**src/rtl/unary_to_binary_collector_if.sv**
```systemverilog
// Handshake/bus bundle between the unary adder side, the collector and the
// downstream consumer of the recovered binary sum.
interface unary_to_binary_collector_if #(
   parameter int unsigned W = 15
);
   logic         en;
   logic         read_or_write;
   logic         din;
   logic         carry_in;
   logic         out_ready;
   logic [W-1:0] result;
   logic         carry;
   logic         overflow;
   logic         result_valid;
   logic         overrun;
   logic         busy;

   modport master (
      output en, read_or_write, din, carry_in, out_ready,
      input  result, carry, overflow, result_valid, overrun, busy
   );

   modport slave (
      input  en, read_or_write, din, carry_in, out_ready,
      output result, carry, overflow, result_valid, overrun, busy
   );
endinterface

```
**src/rtl/unary_to_binary_collector.sv**
```systemverilog
// Counts the unary adder's write-phase pulse train back into a binary sum and
// hands sum, carry and overflow status downstream via valid/ready.
module unary_to_binary_collector #(
   parameter int unsigned W = 15
) (
   input  logic                          clk,
   input  logic                          rst,
   unary_to_binary_collector_if.slave    io_bus
);

   localparam logic [W-1:0] CNT_MAX = '1;

   typedef enum logic [1:0] {
      S_IDLE    = 2'd0,
      S_ARM     = 2'd1,
      S_COLLECT = 2'd2,
      S_HOLD    = 2'd3
   } state_t;

   state_t       r_state,    w_state_nxt;
   logic [W-1:0] r_cnt,      w_cnt_nxt;
   logic         r_carry_lat, w_carry_lat_nxt;
   logic         r_ovf_lat,  w_ovf_lat_nxt;
   logic         r_prev_rw,  w_prev_rw_nxt;
   logic [W-1:0] r_result,   w_result_nxt;
   logic         r_carry,    w_carry_nxt;
   logic         r_overflow, w_overflow_nxt;
   logic         r_valid,    w_valid_nxt;
   logic         r_overrun,  w_overrun_nxt;
   logic         r_busy,     w_busy_nxt;
   logic         w_phase_start;

   // A write phase begins on the first enabled cycle with read_or_write high.
   assign w_phase_start = io_bus.en & io_bus.read_or_write & ~r_prev_rw;

   always_ff @(posedge clk) begin
      if (rst) begin
         r_state     <= S_IDLE;
         r_cnt       <= '0;
         r_carry_lat <= 1'b0;
         r_ovf_lat   <= 1'b0;
         r_prev_rw   <= 1'b0;
         r_result    <= '0;
         r_carry     <= 1'b0;
         r_overflow  <= 1'b0;
         r_valid     <= 1'b0;
         r_overrun   <= 1'b0;
         r_busy      <= 1'b0;
      end else begin
         r_state     <= w_state_nxt;
         r_cnt       <= w_cnt_nxt;
         r_carry_lat <= w_carry_lat_nxt;
         r_ovf_lat   <= w_ovf_lat_nxt;
         r_prev_rw   <= w_prev_rw_nxt;
         r_result    <= w_result_nxt;
         r_carry     <= w_carry_nxt;
         r_overflow  <= w_overflow_nxt;
         r_valid     <= w_valid_nxt;
         r_overrun   <= w_overrun_nxt;
         r_busy      <= w_busy_nxt;
      end
   end

   always_comb begin
      w_state_nxt     = r_state;
      w_cnt_nxt       = r_cnt;
      w_carry_lat_nxt = r_carry_lat;
      w_ovf_lat_nxt   = r_ovf_lat;
      w_prev_rw_nxt   = r_prev_rw;
      w_result_nxt    = r_result;
      w_carry_nxt     = r_carry;
      w_overflow_nxt  = r_overflow;
      w_valid_nxt     = r_valid;
      w_overrun_nxt   = r_overrun;

      if (io_bus.en) begin
         w_prev_rw_nxt = io_bus.read_or_write;
      end

      unique case (r_state)
         S_IDLE: begin
            if (io_bus.en && io_bus.carry_in) begin
               w_carry_lat_nxt = 1'b1;
            end
            if (w_phase_start) begin
               w_state_nxt = S_ARM;
               w_cnt_nxt   = '0;
            end
         end

         // din still shows the adder's read-phase value here; only carry counts.
         S_ARM: begin
            if (io_bus.en) begin
               if (io_bus.carry_in) begin
                  w_carry_lat_nxt = 1'b1;
               end
               w_state_nxt = S_COLLECT;
            end
         end

         S_COLLECT: begin
            if (io_bus.en) begin
               if (io_bus.read_or_write && io_bus.din) begin
                  if (r_cnt == CNT_MAX) begin
                     w_ovf_lat_nxt = 1'b1;
                  end else begin
                     w_cnt_nxt = r_cnt + W'(1);
                  end
               end else begin
                  // End of train, either natural (din low) or truncated (phase dropped).
                  w_result_nxt   = r_cnt;
                  w_carry_nxt    = r_carry_lat;
                  w_overflow_nxt = r_ovf_lat;
                  w_valid_nxt    = 1'b1;
                  w_state_nxt    = S_HOLD;
               end
            end
         end

         S_HOLD: begin
            if (io_bus.out_ready) begin
               w_valid_nxt     = 1'b0;
               w_carry_lat_nxt = 1'b0;
               w_ovf_lat_nxt   = 1'b0;
               if (w_phase_start) begin
                  w_state_nxt = S_ARM;
                  w_cnt_nxt   = '0;
               end else begin
                  w_state_nxt = S_IDLE;
               end
            end else if (w_phase_start) begin
               w_overrun_nxt = 1'b1;
            end
         end

         default: begin
            w_state_nxt = S_IDLE;
         end
      endcase

      w_busy_nxt = (w_state_nxt == S_ARM) || (w_state_nxt == S_COLLECT);
   end

   assign io_bus.result       = r_result;
   assign io_bus.carry        = r_carry;
   assign io_bus.overflow     = r_overflow;
   assign io_bus.result_valid = r_valid;
   assign io_bus.overrun      = r_overrun;
   assign io_bus.busy         = r_busy;

endmodule

```
**src/flat_wrapper.sv**
```systemverilog
// flat-port wrapper written by rule: the top's interface ports become plain ports
module unary_to_binary_collector_flat 
#(
   parameter int unsigned W = 15
)
  (clk, rst, io_bus_en, io_bus_read_or_write, io_bus_din, io_bus_carry_in, io_bus_out_ready, io_bus_result, io_bus_carry, io_bus_overflow, io_bus_result_valid, io_bus_overrun, io_bus_busy);
  unary_to_binary_collector_if #(.W(W)) io_bus_i ();
  input  logic clk;
  input  logic rst;
  input wire logic [$bits(io_bus_i.en)-1:0] io_bus_en;
  input wire logic [$bits(io_bus_i.read_or_write)-1:0] io_bus_read_or_write;
  input wire logic [$bits(io_bus_i.din)-1:0] io_bus_din;
  input wire logic [$bits(io_bus_i.carry_in)-1:0] io_bus_carry_in;
  input wire logic [$bits(io_bus_i.out_ready)-1:0] io_bus_out_ready;
  output wire logic [$bits(io_bus_i.result)-1:0] io_bus_result;
  output wire logic [$bits(io_bus_i.carry)-1:0] io_bus_carry;
  output wire logic [$bits(io_bus_i.overflow)-1:0] io_bus_overflow;
  output wire logic [$bits(io_bus_i.result_valid)-1:0] io_bus_result_valid;
  output wire logic [$bits(io_bus_i.overrun)-1:0] io_bus_overrun;
  output wire logic [$bits(io_bus_i.busy)-1:0] io_bus_busy;
  assign io_bus_i.en = io_bus_en;
  assign io_bus_i.read_or_write = io_bus_read_or_write;
  assign io_bus_i.din = io_bus_din;
  assign io_bus_i.carry_in = io_bus_carry_in;
  assign io_bus_i.out_ready = io_bus_out_ready;
  assign io_bus_result = io_bus_i.result;
  assign io_bus_carry = io_bus_i.carry;
  assign io_bus_overflow = io_bus_i.overflow;
  assign io_bus_result_valid = io_bus_i.result_valid;
  assign io_bus_overrun = io_bus_i.overrun;
  assign io_bus_busy = io_bus_i.busy;
  unary_to_binary_collector #(.W(W)) u_core (.clk(clk), .rst(rst), .io_bus(io_bus_i));
endmodule
```
**config.mk**
```make
export PLATFORM = sky130hd
export DESIGN_NAME = unary_to_binary_collector_flat
export DESIGN_NICKNAME = d
export VERILOG_FILES = /design/src/rtl/unary_to_binary_collector_if.sv /design/src/rtl/unary_to_binary_collector.sv /design/src/flat_wrapper.sv
export SDC_FILE = /design/constraint.sdc
export NUM_CORES = 1
export LEC_CHECK = 0
export CAP_MARGIN = 10
export CORE_MARGIN = 4
export CORE_UTILIZATION = 50
export CTS_BUF_LIST = sky130_fd_sc_hd__clkbuf_16
export DETAILED_ROUTE_END_ITERATION = 7
export MAX_ROUTING_LAYER = met4
export PLACE_DENSITY = 0.75
export SLEW_MARGIN = 20
export SYNTH_ARGS = -nofsm -noshare
export SYNTH_HDL_FRONTEND = slang
export SYNTH_SLANG_ARGS = --single-unit
```
**constraint.sdc**
```tcl
create_clock -name clk -period 5.4 [get_ports clk]
set_clock_uncertainty 0.15 [all_clocks]
set_input_delay 1.08 -clock clk [delete_from_list [all_inputs] [get_ports clk]]
set_output_delay 1.08 -clock clk [all_outputs]
set_load 0.03 [all_outputs]
```
# Word-level counts from Yosys, hierarchy flattened
# Index checks and enable logic that the tools add are counted.
# classes
n_addsub	1
eq_ne	15
n_mux	25
bitwise_logic	5
reduce_logical	13
# ops
cell	count
$mux 15	5
$pmux 15 s3	1
$add 15x1->15 const B	1
$eq 15x15->1 const B	1
$reduce_and 5->1	3
$ne 2x2->1 const B	6
$mux 1	10
$mux 2	5
$pmux 2 s4	1
$eq 2x2->1 const B	3
$ne 2x1->1 const B	3
$reduce_and 3->1	2
$reduce_bool 3->1	2
$eq 2x1->1 const B	2
$pmux 1 s2	2
$reduce_and 4->1	1
$not 1->1	3
$pmux 1 s3	1
$and 1x1->1	2
$logic_and 1x1->1	2
$logic_not 2->1	1
$reduce_bool 2->1	1
$logic_or 1x1->1	1
# word_totals
regBits	40
input_bits	7
out_inout_bits	20

# Logic depth before layout (Yosys ltp)
# Gate-level depths: netlist (run 1).
# depth
depth_word	7
mapped_depth	7

# Worst setup path before layout (run 1)
# No wires, ideal clock.
# synth_path
kind	in2reg
from	in rst
to	reg u_core.r_cnt[13]
setup_ns	0.062
t_arrival_ns	2.150
required_time_ns	5.188
slack_ns	3.038
path_stages	4
cell_sequence	clkbuf_1 -> or3_1 -> or4b_1 -> nand3_1
# synth_rtl
element	line	source
from (decl)	flat_wrapper.sv:9	input logic rst;
to (signal assigned)	unary_to_binary_collector.sv:51	r_cnt <= w_cnt_nxt;
to (decl)	unary_to_binary_collector.sv:21	logic [W-1:0] r_cnt, w_cnt_nxt;

# Final worst setup path (run 1)
# layout_path
from	in io_bus_en
to	reg u_core.r_result[6] (netlist: u_core.io_bus.result[6])
# layout_between
elab_chain_cells	1
# layout_lines
element	line	source
from (decl)	flat_wrapper.sv:10	input wire logic [$bits(io_bus_i.en)-1:0] io_bus_en;
$reduce_and 3->1 (no line)	--	
to (signal assigned)	unary_to_binary_collector.sv:55	r_result <= w_result_nxt;
to (decl)	unary_to_binary_collector.sv:25	logic [W-1:0] r_result, w_result_nxt;
# No other way between the ends.
# A chain may end at the register's enable or synchronous reset.

==> results.toml, run 1 <==
[final_layout]
regArea_um2 = 801
fin_nets = 262
final_layout_size_suffix_gt1_share_pct = 5.49
multiInputGateArea_um2 = 936
antenna_cells = 0
area_growth_syn_to_layout_pct = 22.8
fillerInstances = 311
fin_util_pct = 65.0

[synthesis]
ys_warn_count = 0
synth_top_family_by_area = "simple AND/OR/NAND/NOR gates"
yosys_register_bits = 40
synthCells = 234
ys_types = 40
yosys.area.top_type = "dfxtp_1"
synth_common_cells = "nand2_1, dfxtp_1, a21oi_1"
synthArstFlopShare_pct = 0
mappedNetlistNets = 242
synthTopCellsByArea = "dfxtp_1, nand2_1, a21oi_1, nor2_1, o21ai_0"
avgSynthCellArea_um2 = 7.73
synth_xor_area_share_pct = 0
synth_edf_count = 0
yosysMostFrequentCell = "nand2_1"
synth_fa_ha_area_share_pct = 0.692
ys_seq_area_share_pct = 44.3
muxShareOfSynthArea_pct = 1.11
synth_compound_area_share_pct = 20.0
yosysTopAreaCellShare_pct = 44.3
syn_area_um2 = 1810
synth_flop_cell = "dfxtp_1"
synthSimpleGateAreaFrac_pct = 30.0

[route]
drtAntennaViolNets = 0
drt_iter0_drc = 97
drt-pass1-iter-count = 4
routed_via_density = 5.70
wirelength_mm = 4.14
wl_per_cell_um = 13.8
vias = 1717
route.detailed.drc = 0

[power]
seq_power_share_pct = 48.5
swShare_pct = 22.8
intPower_mw = 0.484
combPwrFrac_pct = 6.3
power_density_nw_per_um2 = 282
peakVddDrop_mv = 0.205
leakage_nw = 0.714
fin_total_pwr_mw = 0.627
clkPwrFrac_pct = 45.2
netSwitchingPower_mw = 0.143

[worst_hold_path]
holdCritStartpoint = "u_core.io_bus.result[1]"
hold_class = "reg2reg"

[worst_setup_path]
arrival_ns = 2.88
endpoint = "u_core.io_bus.result[6]"
worst_setup_path_start_kind = "input port"
startpoint = "io_bus_en"
crit_type = "in2reg"
rrSetupSlack_ns = 3.23
r2r-start = "u_core.r_cnt[0]"
reg2reg_depth = 6
critPathRequiredTime_ns = 5.46
critPathCaptureType = "register"
rr_endpoint = "u_core.r_cnt[12]"
path_max_fanout = 17

[placed_design]
gp_congestion = 0.888
hpwlAfterDp_mm = 2.91
numPortBuffers = 26

[die]
dieHeight_um = 68.1
dieArea_um2 = 4640
io_pins = 27
start_util_pct = 52.9
core-area_um2 = 3420
rows = 21
fp.dieW_um = 68.1

[timing]
hold_ws_ns = 0.301
rsz0062_at_grt = "no"
fmax_mhz = 356
fin_tns_setup_ns = 0
setup_viol = 0
fin_crit_sh_pct = 52.1
post-route-min-period_ns = 2.81
worst_slew_pin_slew_ns = 0.593
maxSlewViolCount = 0
slew_headroom_pct = 59.4
hold_viol_final = 0

[clocking]
post-cts-setup-buffer-count = 0
clk_pin_slew_ns = 0.06
cts_buffer_depth = 2
root_buffer = "clkbuf_16"
postCtsHoldBufs = 0
cts_resized = 0
htree_levels = 2
clk_latency_ns = 0.28
numCtsBuffers = 5
cts_sinks = 40
cts_tree = "yes"

[global_routing]
grt_pass1_vias = 1526
grt_max_degree = 37
antenna_found_initial = 0
grt_pass1_wl_mm = 7.02
track_usage_pct = 20.7
gr-total-overflow = 0

[run_status]
status = "finished, final reports clean"

[job]
maxCapViolations = 0
## logic make-up (layout without fill, tap and decap cells)
group / after synthesis / count (layout)
buf+inv: 18 / 39
flops: 40 / 40
mux: 2 / 2
fa+ha+maj: 1 / 1
simple gates: 111 / 111
compound gates: 62 / 62
## registers in the layout (all words and copies together), names as in the netlist
signal and flops:
u_core.io_bus.busy 1, u_core.io_bus.carry 1, u_core.io_bus.overflow 1, u_core.io_bus.overrun 1, u_core.io_bus.result 15, u_core.io_bus.result_valid 1
u_core.r_carry_lat 1, u_core.r_cnt 15, u_core.r_ovf_lat 1, u_core.r_prev_rw 1, u_core.r_state 2
## cell usage in the layout, fill, tap and decap left out, types with 2 or more instances in the layout
| cell type | Yosys | final |
|---|---|---|
| a41oi_1 | 2 | 2 |
| and3_1 | 4 | 4 |
| nand2_1 | 49 | 49 |
| inv_1 | 4 | 4 |
| a211oi_1 | 4 | 4 |
| nand4_1 | 7 | 7 |
| a31oi_1 | 5 | 5 |
| clkbuf_16 | 0 | 5 |
| a21oi_1 | 28 | 28 |
| nand2b_1 | 3 | 3 |
| nor3_1 | 5 | 5 |
| clkinvlp_4 | 0 | 2 |
| a22oi_1 | 2 | 2 |
| nand3_1 | 9 | 9 |
| o22ai_1 | 2 | 2 |
| nor2_1 | 18 | 18 |
| mux2i_1 | 2 | 2 |
| or2_1 | 2 | 2 |
| or2_2 | 2 | 2 |
| dfxtp_1 | 40 | 40 |
| clkdlybuf4s50_1 | 0 | 26 |
| or3_1 | 2 | 2 |
| o21ai_0 | 12 | 12 |
## metrics by stage
stage | setup slack (ns) | area (um2) | std cells
2_1_floorplan | 3.04 | 1810 | 234
3_3_place_gp | 2.38 | 2080 | 293
3_5_place_dp | 2.31 | 2080 | 293
4_1_cts | 2.57 | 2220 | 301
5_1_grt | 2.34 | 2220 | 301
6_report | 2.59 | 2220 | 301
## metal layers
layer / track usage [%] / share of wire, %
met1: 28.1 / 49
met2: 30.7 / 46
met3: 3.94 / 3.7
met4: 7.44 / 1.5
met5: - / 0
## power groups by stage
stage	Sequential [mW]	Combinational [mW]	Clock, mW
after global routing	0.305	0.0440	0.302
after detailed placement	0.310	0.0397	0
after floorplan	0.309	0.0279	0
after CTS	0.304	0.0399	0.289
final	0.304	0.0398	0.283
after global placement	0.310	0.0395	0
## how the worst min path moves through the flow
stage	end	cells past startpoint
floorplan	u_core.io_bus.overflow	2
global placement	u_core.io_bus.result[1]	2
detailed placement	u_core.io_bus.result[1]	2
CTS	u_core.io_bus.result[1]	2
global route	u_core.io_bus.result[3]	2
finish	u_core.io_bus.result[1]	2
## critical path: stages
cell and delay [ns]:
clkdlybuf4s50_1 0.55, inv_1 0.09, a211oi_1 0.32, and2_1 0.55, nand2_1 0.14, a21oi_1 0.13
## layout make-up
| class | instances | area share (%) |
|---|---|---|
| clock inverter | 3 | 0.845 |
| tap | 46 | 2.59 |
| timing repair buffer | 27 | 12.1 |
| sequential | 40 | 36.1 |
| clock buffer | 5 | 5.63 |
| multi-input combinational | 176 | 42.1 |
| inverter | 4 | 0.676 |
No activity file was read; power rests on OpenSTA's default activity.
==> run 2, diff against run 1 <==
--- a/config.mk
+++ b/config.mk
@@ -7,7 +7,7 @@
 export LEC_CHECK = 0
 export CAP_MARGIN = 10
 export CORE_MARGIN = 4
-export CORE_UTILIZATION = 50
+export CORE_UTILIZATION = 48
 export CTS_BUF_LIST = sky130_fd_sc_hd__clkbuf_16
 export DETAILED_ROUTE_END_ITERATION = 7
 export MAX_ROUTING_LAYER = met4
==> constraint.sdc (replaced) <==
create_clock -name clk -period 2.4 [get_ports clk]
set_clock_uncertainty 0.15 [all_clocks]
set_input_delay 0.48 -clock clk [delete_from_list [all_inputs] [get_ports clk]]
set_output_delay 0.48 -clock clk [all_outputs]
set_load 0.03 [all_outputs]
==> results.toml, run 2 (synthesized netlist as in run 1, its figures left out) <==
[global_routing]
antenna_found_initial = 0
grt_pass1_vias = 1573
track_usage_pct = 19.2
grt_pass1_wl_mm = 7.31
grt_max_degree = 19
gr-total-overflow = 0

[worst_setup_path]
rrSetupSlack_ns = 0.23
critPathCaptureType = "register"
path_max_fanout = 7
r2r-start = "u_core.r_cnt[0]"
worst_setup_path_start_kind = "register"
critPathRequiredTime_ns = 2.41
crit_type = "reg2reg"
rr_endpoint = "u_core.r_cnt[12]"
reg2reg_depth = 6
arrival_ns = 2.18

[clocking]
post-cts-setup-buffer-count = 0
clk_pin_slew_ns = 0.06
postCtsHoldBufs = 0
cts_tree = "yes"
cts_sinks = 40
root_buffer = "clkbuf_16"
htree_levels = 2
cts_buffer_depth = 2
cts_resized = 0
numCtsBuffers = 5
clk_latency_ns = 0.28

[timing]
hold_viol_final = 0
slew_headroom_pct = 57.0
rsz0062_at_grt = "no"
fin_ws_ns = 0.226
setup_viol = 0
hold_ws_ns = 0.306
maxSlewViolCount = 0
post-route-min-period_ns = 2.17
worst_slew_pin_slew_ns = 0.629
fin_crit_sh_pct = 90.6
fmax_mhz = 460
fin_tns_setup_ns = 0

[die]
dieArea_um2 = 4810
start_util_pct = 49.4
rows = 22
fp.dieW_um = 69.4
dieHeight_um = 69.4
core-area_um2 = 3660
io_pins = 27

[worst_hold_path]
hold_class = "reg2reg"
holdCritStartpoint = "u_core.io_bus.result[1]"
hold_depth = 2
holdPathEnd = "u_core.io_bus.result[1]"

[route]
routed_via_density = 5.50
drt-pass1-iter-count = 4
vias = 1742
drt_iter0_drc = 107
route.detailed.drc = 0
drtAntennaViolNets = 0
wl_per_cell_um = 13.8
wirelength_mm = 4.37

[final_layout]
fin_cells = 317
area_growth_syn_to_layout_pct = 28.5
antenna_cells = 0
fillerInstances = 325
fin_nets = 276
final_layout_size_suffix_gt1_share_pct = 10.4
layout_commonest_cell = "nand2_1"
mostFrequentLayoutCells = "nand2_1, dfxtp_1, a21oi_1, clkdlybuf4s50_1, nor2_1"

[placed_design]
dp.cells = 309
gp_congestion = 0.871
hpwlAfterDp_mm = 3.08
dp_slack_ns = 0.0425
numPortBuffers = 26

[job]
maxCapViolations = 0

[power]
power_density_nw_per_um2 = 607
leakage_nw = 0.791
peakVddDrop_mv = 0.419

[run_status]
status = "finished, final reports clean"
## run 2: cell types whose count changed in the layout (fill, tap and decap cells not counted), sizes merged
cell,before,now
buf,1,15
clkinv,1,3
clkinvlp,2,0
## run 2: cell type report
type	instances	area (um2)	area share, %
clock inverter	3	13.8	0.592
timing repair buffer	41	373	16.0
sequential	40	801	34.5
tap	48	60.1	2.58
inverter	4	15.0	0.646
clock buffer	5	125	5.39
multi-input combinational	176	936	40.3
## run 2: through the flow
stage	utilization, %	area (um2)	total power [mW]
3_3_place_gp	59.7	2180	0.799
6_report	63.5	2320	1.41
3_5_place_dp	59.7	2180	0.799
4_1_cts	63.5	2320	1.42
5_1_grt	63.5	2320	1.46
2_1_floorplan	-	1810	0.758
## run 2: worst max-delay path, stage by stage, from the launching register on
cell and delay, ns:
dfxtp_1 0.44, ha_1 0.34, nand3_1 0.18, a2111oi_0 0.58
nor2_1 0.08, o21ai_0 0.17, o21ai_0 0.10
## run 2: power by group
group / internal [mW] / total, mW / switching (mW)
clock network: 0.377 / 0.625 / 0.248
registers: 0.673 / 0.681 / 0.00813
logic: 0.0463 / 0.105 / 0.0590
## run 2: routing by layer
metal	global-route usage [%]	wire, um	part of all wire, %
met2	29.2	1990	46
met1	25.2	2150	49
met4	6.72	34	0.78
met5	-	0	0
met3	3.91	193	4.4
## run 2: worst max-delay path by stage
| stage | from | to | slack [ns] |
|---|---|---|---|
| 3_3_place_gp | io_bus_en | u_core.r_cnt[13] | 0.11 |
| 4_1_cts | u_core.r_cnt[0] | u_core.r_cnt[12] | 0.27 |
| 2_1_floorplan | u_core.r_cnt[0] | u_core.r_cnt[13] | 0.50 |
| 5_1_grt | u_core.r_cnt[0] | u_core.r_cnt[12] | 0.005 |
| 6_report | u_core.r_cnt[0] | u_core.r_cnt[12] | 0.23 |
| 3_5_place_dp | io_bus_en | u_core.r_cnt[13] | 0.04 |
==> run 3, diff against run 2 <==
--- a/config.mk
+++ b/config.mk
@@ -7,11 +7,11 @@
 export LEC_CHECK = 0
 export CAP_MARGIN = 10
 export CORE_MARGIN = 4
-export CORE_UTILIZATION = 48
+export CORE_UTILIZATION = 57
 export CTS_BUF_LIST = sky130_fd_sc_hd__clkbuf_16
 export DETAILED_ROUTE_END_ITERATION = 7
 export MAX_ROUTING_LAYER = met4
-export PLACE_DENSITY = 0.75
+export PLACE_DENSITY_LB_ADDON = 0.05
 export SLEW_MARGIN = 20
 export SYNTH_ARGS = -nofsm -noshare
 export SYNTH_HDL_FRONTEND = slang
==> constraint.sdc (replaced) <==
create_clock -name clk -period 2.65 [get_ports clk]
set_clock_uncertainty 0.15 [all_clocks]
set_input_delay 0.53 -clock clk [delete_from_list [all_inputs] [get_ports clk]]
set_output_delay 0.53 -clock clk [all_outputs]
set_load 0.03 [all_outputs]
==> results.toml, run 3 (synthesized netlist as in run 1, its figures left out) <==
[final_layout]
finish.instance_area_um2 = 2290
layout_commonest_cell = "nand2_1"
fillerInstances = 257
fin_cells = 306
antenna_cells = 0
fin_nets = 269
final_layout_size_suffix_gt1_share_pct = 7.63
mostFrequentLayoutCells = "nand2_1, dfxtp_1, a21oi_1, clkdlybuf4s50_1, nor2_1"
area_growth_syn_to_layout_pct = 26.6

[global_routing]
grt_pass1_wl_mm = 7.33
gr-total-overflow = 0
track_usage_pct = 22.9
antenna_found_initial = 0
grt_pass1_vias = 1670
grt_max_degree = 20

[clocking]
postCtsHoldBufs = 0
clk_pin_slew_ns = 0.06
cts_tree = "yes"
clk_latency_ns = 0.28
cts_sinks = 40
numCtsBuffers = 5
root_buffer = "clkbuf_16"
htree_levels = 2
post-cts-setup-buffer-count = 0
cts_resized = 0
cts_buffer_depth = 2

[worst_hold_path]
hold_class = "reg2reg"

[power]
power_density_nw_per_um2 = 594
leakage_nw = 0.763
peakVddDrop_mv = 0.581

[timing]
fin_tns_setup_ns = 0
hold_viol_final = 0
worst_slew_pin_slew_ns = 0.612
fin_crit_sh_pct = 81.8
rsz0062_at_grt = "no"
setup_viol = 0
post-route-min-period_ns = 2.17
maxSlewViolCount = 0
fmax_mhz = 461
slew_headroom_pct = 58.2

[worst_setup_path]
critPathCaptureType = "register"
critPathRequiredTime_ns = 2.66
path_max_fanout = 7
arrival_ns = 2.18
crit_type = "reg2reg"
worst_setup_path_start_kind = "register"

[die]
io_pins = 27
fp.dieW_um = 64.3
rows = 20
dieArea_um2 = 4140
dieHeight_um = 64.3
core-area_um2 = 3050
start_util_pct = 59.2

[placed_design]
numPortBuffers = 26
dp.cells = 298
placed_cell_area_um2 = 2130
gp_congestion = 0.931
hpwlAfterDp_mm = 3.04

[route]
drtAntennaViolNets = 0
route.detailed.drc = 0
routed_via_density = 5.69
wl_per_cell_um = 13.9
wirelength_mm = 4.27
drt_iter0_drc = 118
drt-pass1-iter-count = 4
vias = 1742

[job]
maxCapViolations = 0

[run_status]
status = "finished, final reports clean"
==> run 3: changes by cell type in the layout (fill, tap and decap cells not counted), sizes merged <==
cell	delta
buf	-7
clkinv	-1
bufinv	+1
==> run 3: worst paths after layout <==
| kind | from | to | slack (ns) | cells past startpoint |
|---|---|---|---|---|
| max | u_core.r_cnt[0] | u_core.r_cnt[12] | 0.48 | 6 |
| min | u_core.io_bus.result[2] | u_core.io_bus.result[2] | 0.30 | 2 |
| max reg2reg | u_core.r_cnt[0] | u_core.r_cnt[12] | 0.48 | 6 |
| min reg2reg | u_core.io_bus.result[2] | u_core.io_bus.result[2] | 0.30 | 2 |
==> run 3: area by class of cell <==
type	instances	area (um2)	share of cell area (%)
multi-input combinational	176	936	40.9
sequential	40	801	35.0
timing repair buffer	34	320	14.0
clock buffer	5	125	5.46
tap	44	55.1	2.40
clock inverter	3	37.5	1.64
inverter	4	15.0	0.656
==> run 3: worst max-delay path, cell delays in order (launching register included) <==
cell       delay [ns]
dfxtp_1          0.47
ha_1             0.34
nand3_1          0.20
a2111oi_0        0.58
nor2_1           0.07
o21ai_0          0.15
o21ai_0          0.09
==> run 3: power by group <==
group	switching [mW]	total (mW)	leakage, nW	internal (mW)
clock network	0.216	0.653	0.0789	0.437
logic	0.0507	0.0876	0.362	0.0370
registers	0.00969	0.619	0.323	0.609
==> run 3: stage by stage <==
stage	total power, mW	setup WS, ns	util (%)	hold WS [ns]
after detailed placement	0.718	0.253	69.7	0.297
after global placement	0.717	0.294	69.7	0.291
after CTS	1.37	0.505	75.0	0.305
after floorplan	0.687	0.752	-	0.282
final	1.36	0.483	75.0	0.300
after global routing	1.42	0.230	75.0	0.330
==> run 3: layer usage <==
layer | part of all wire [%] | wire length [um] | track usage, % | vias up
met5 | 0 | 0 | - | -
met4 | 1.5 | 63 | 9.23 | 0
met3 | 6.3 | 271 | 5.27 | 9
met2 | 47 | 2020 | 36.9 | 57
met1 | 45 | 1910 | 27.6 | 791
li1 | - | - | - | 885
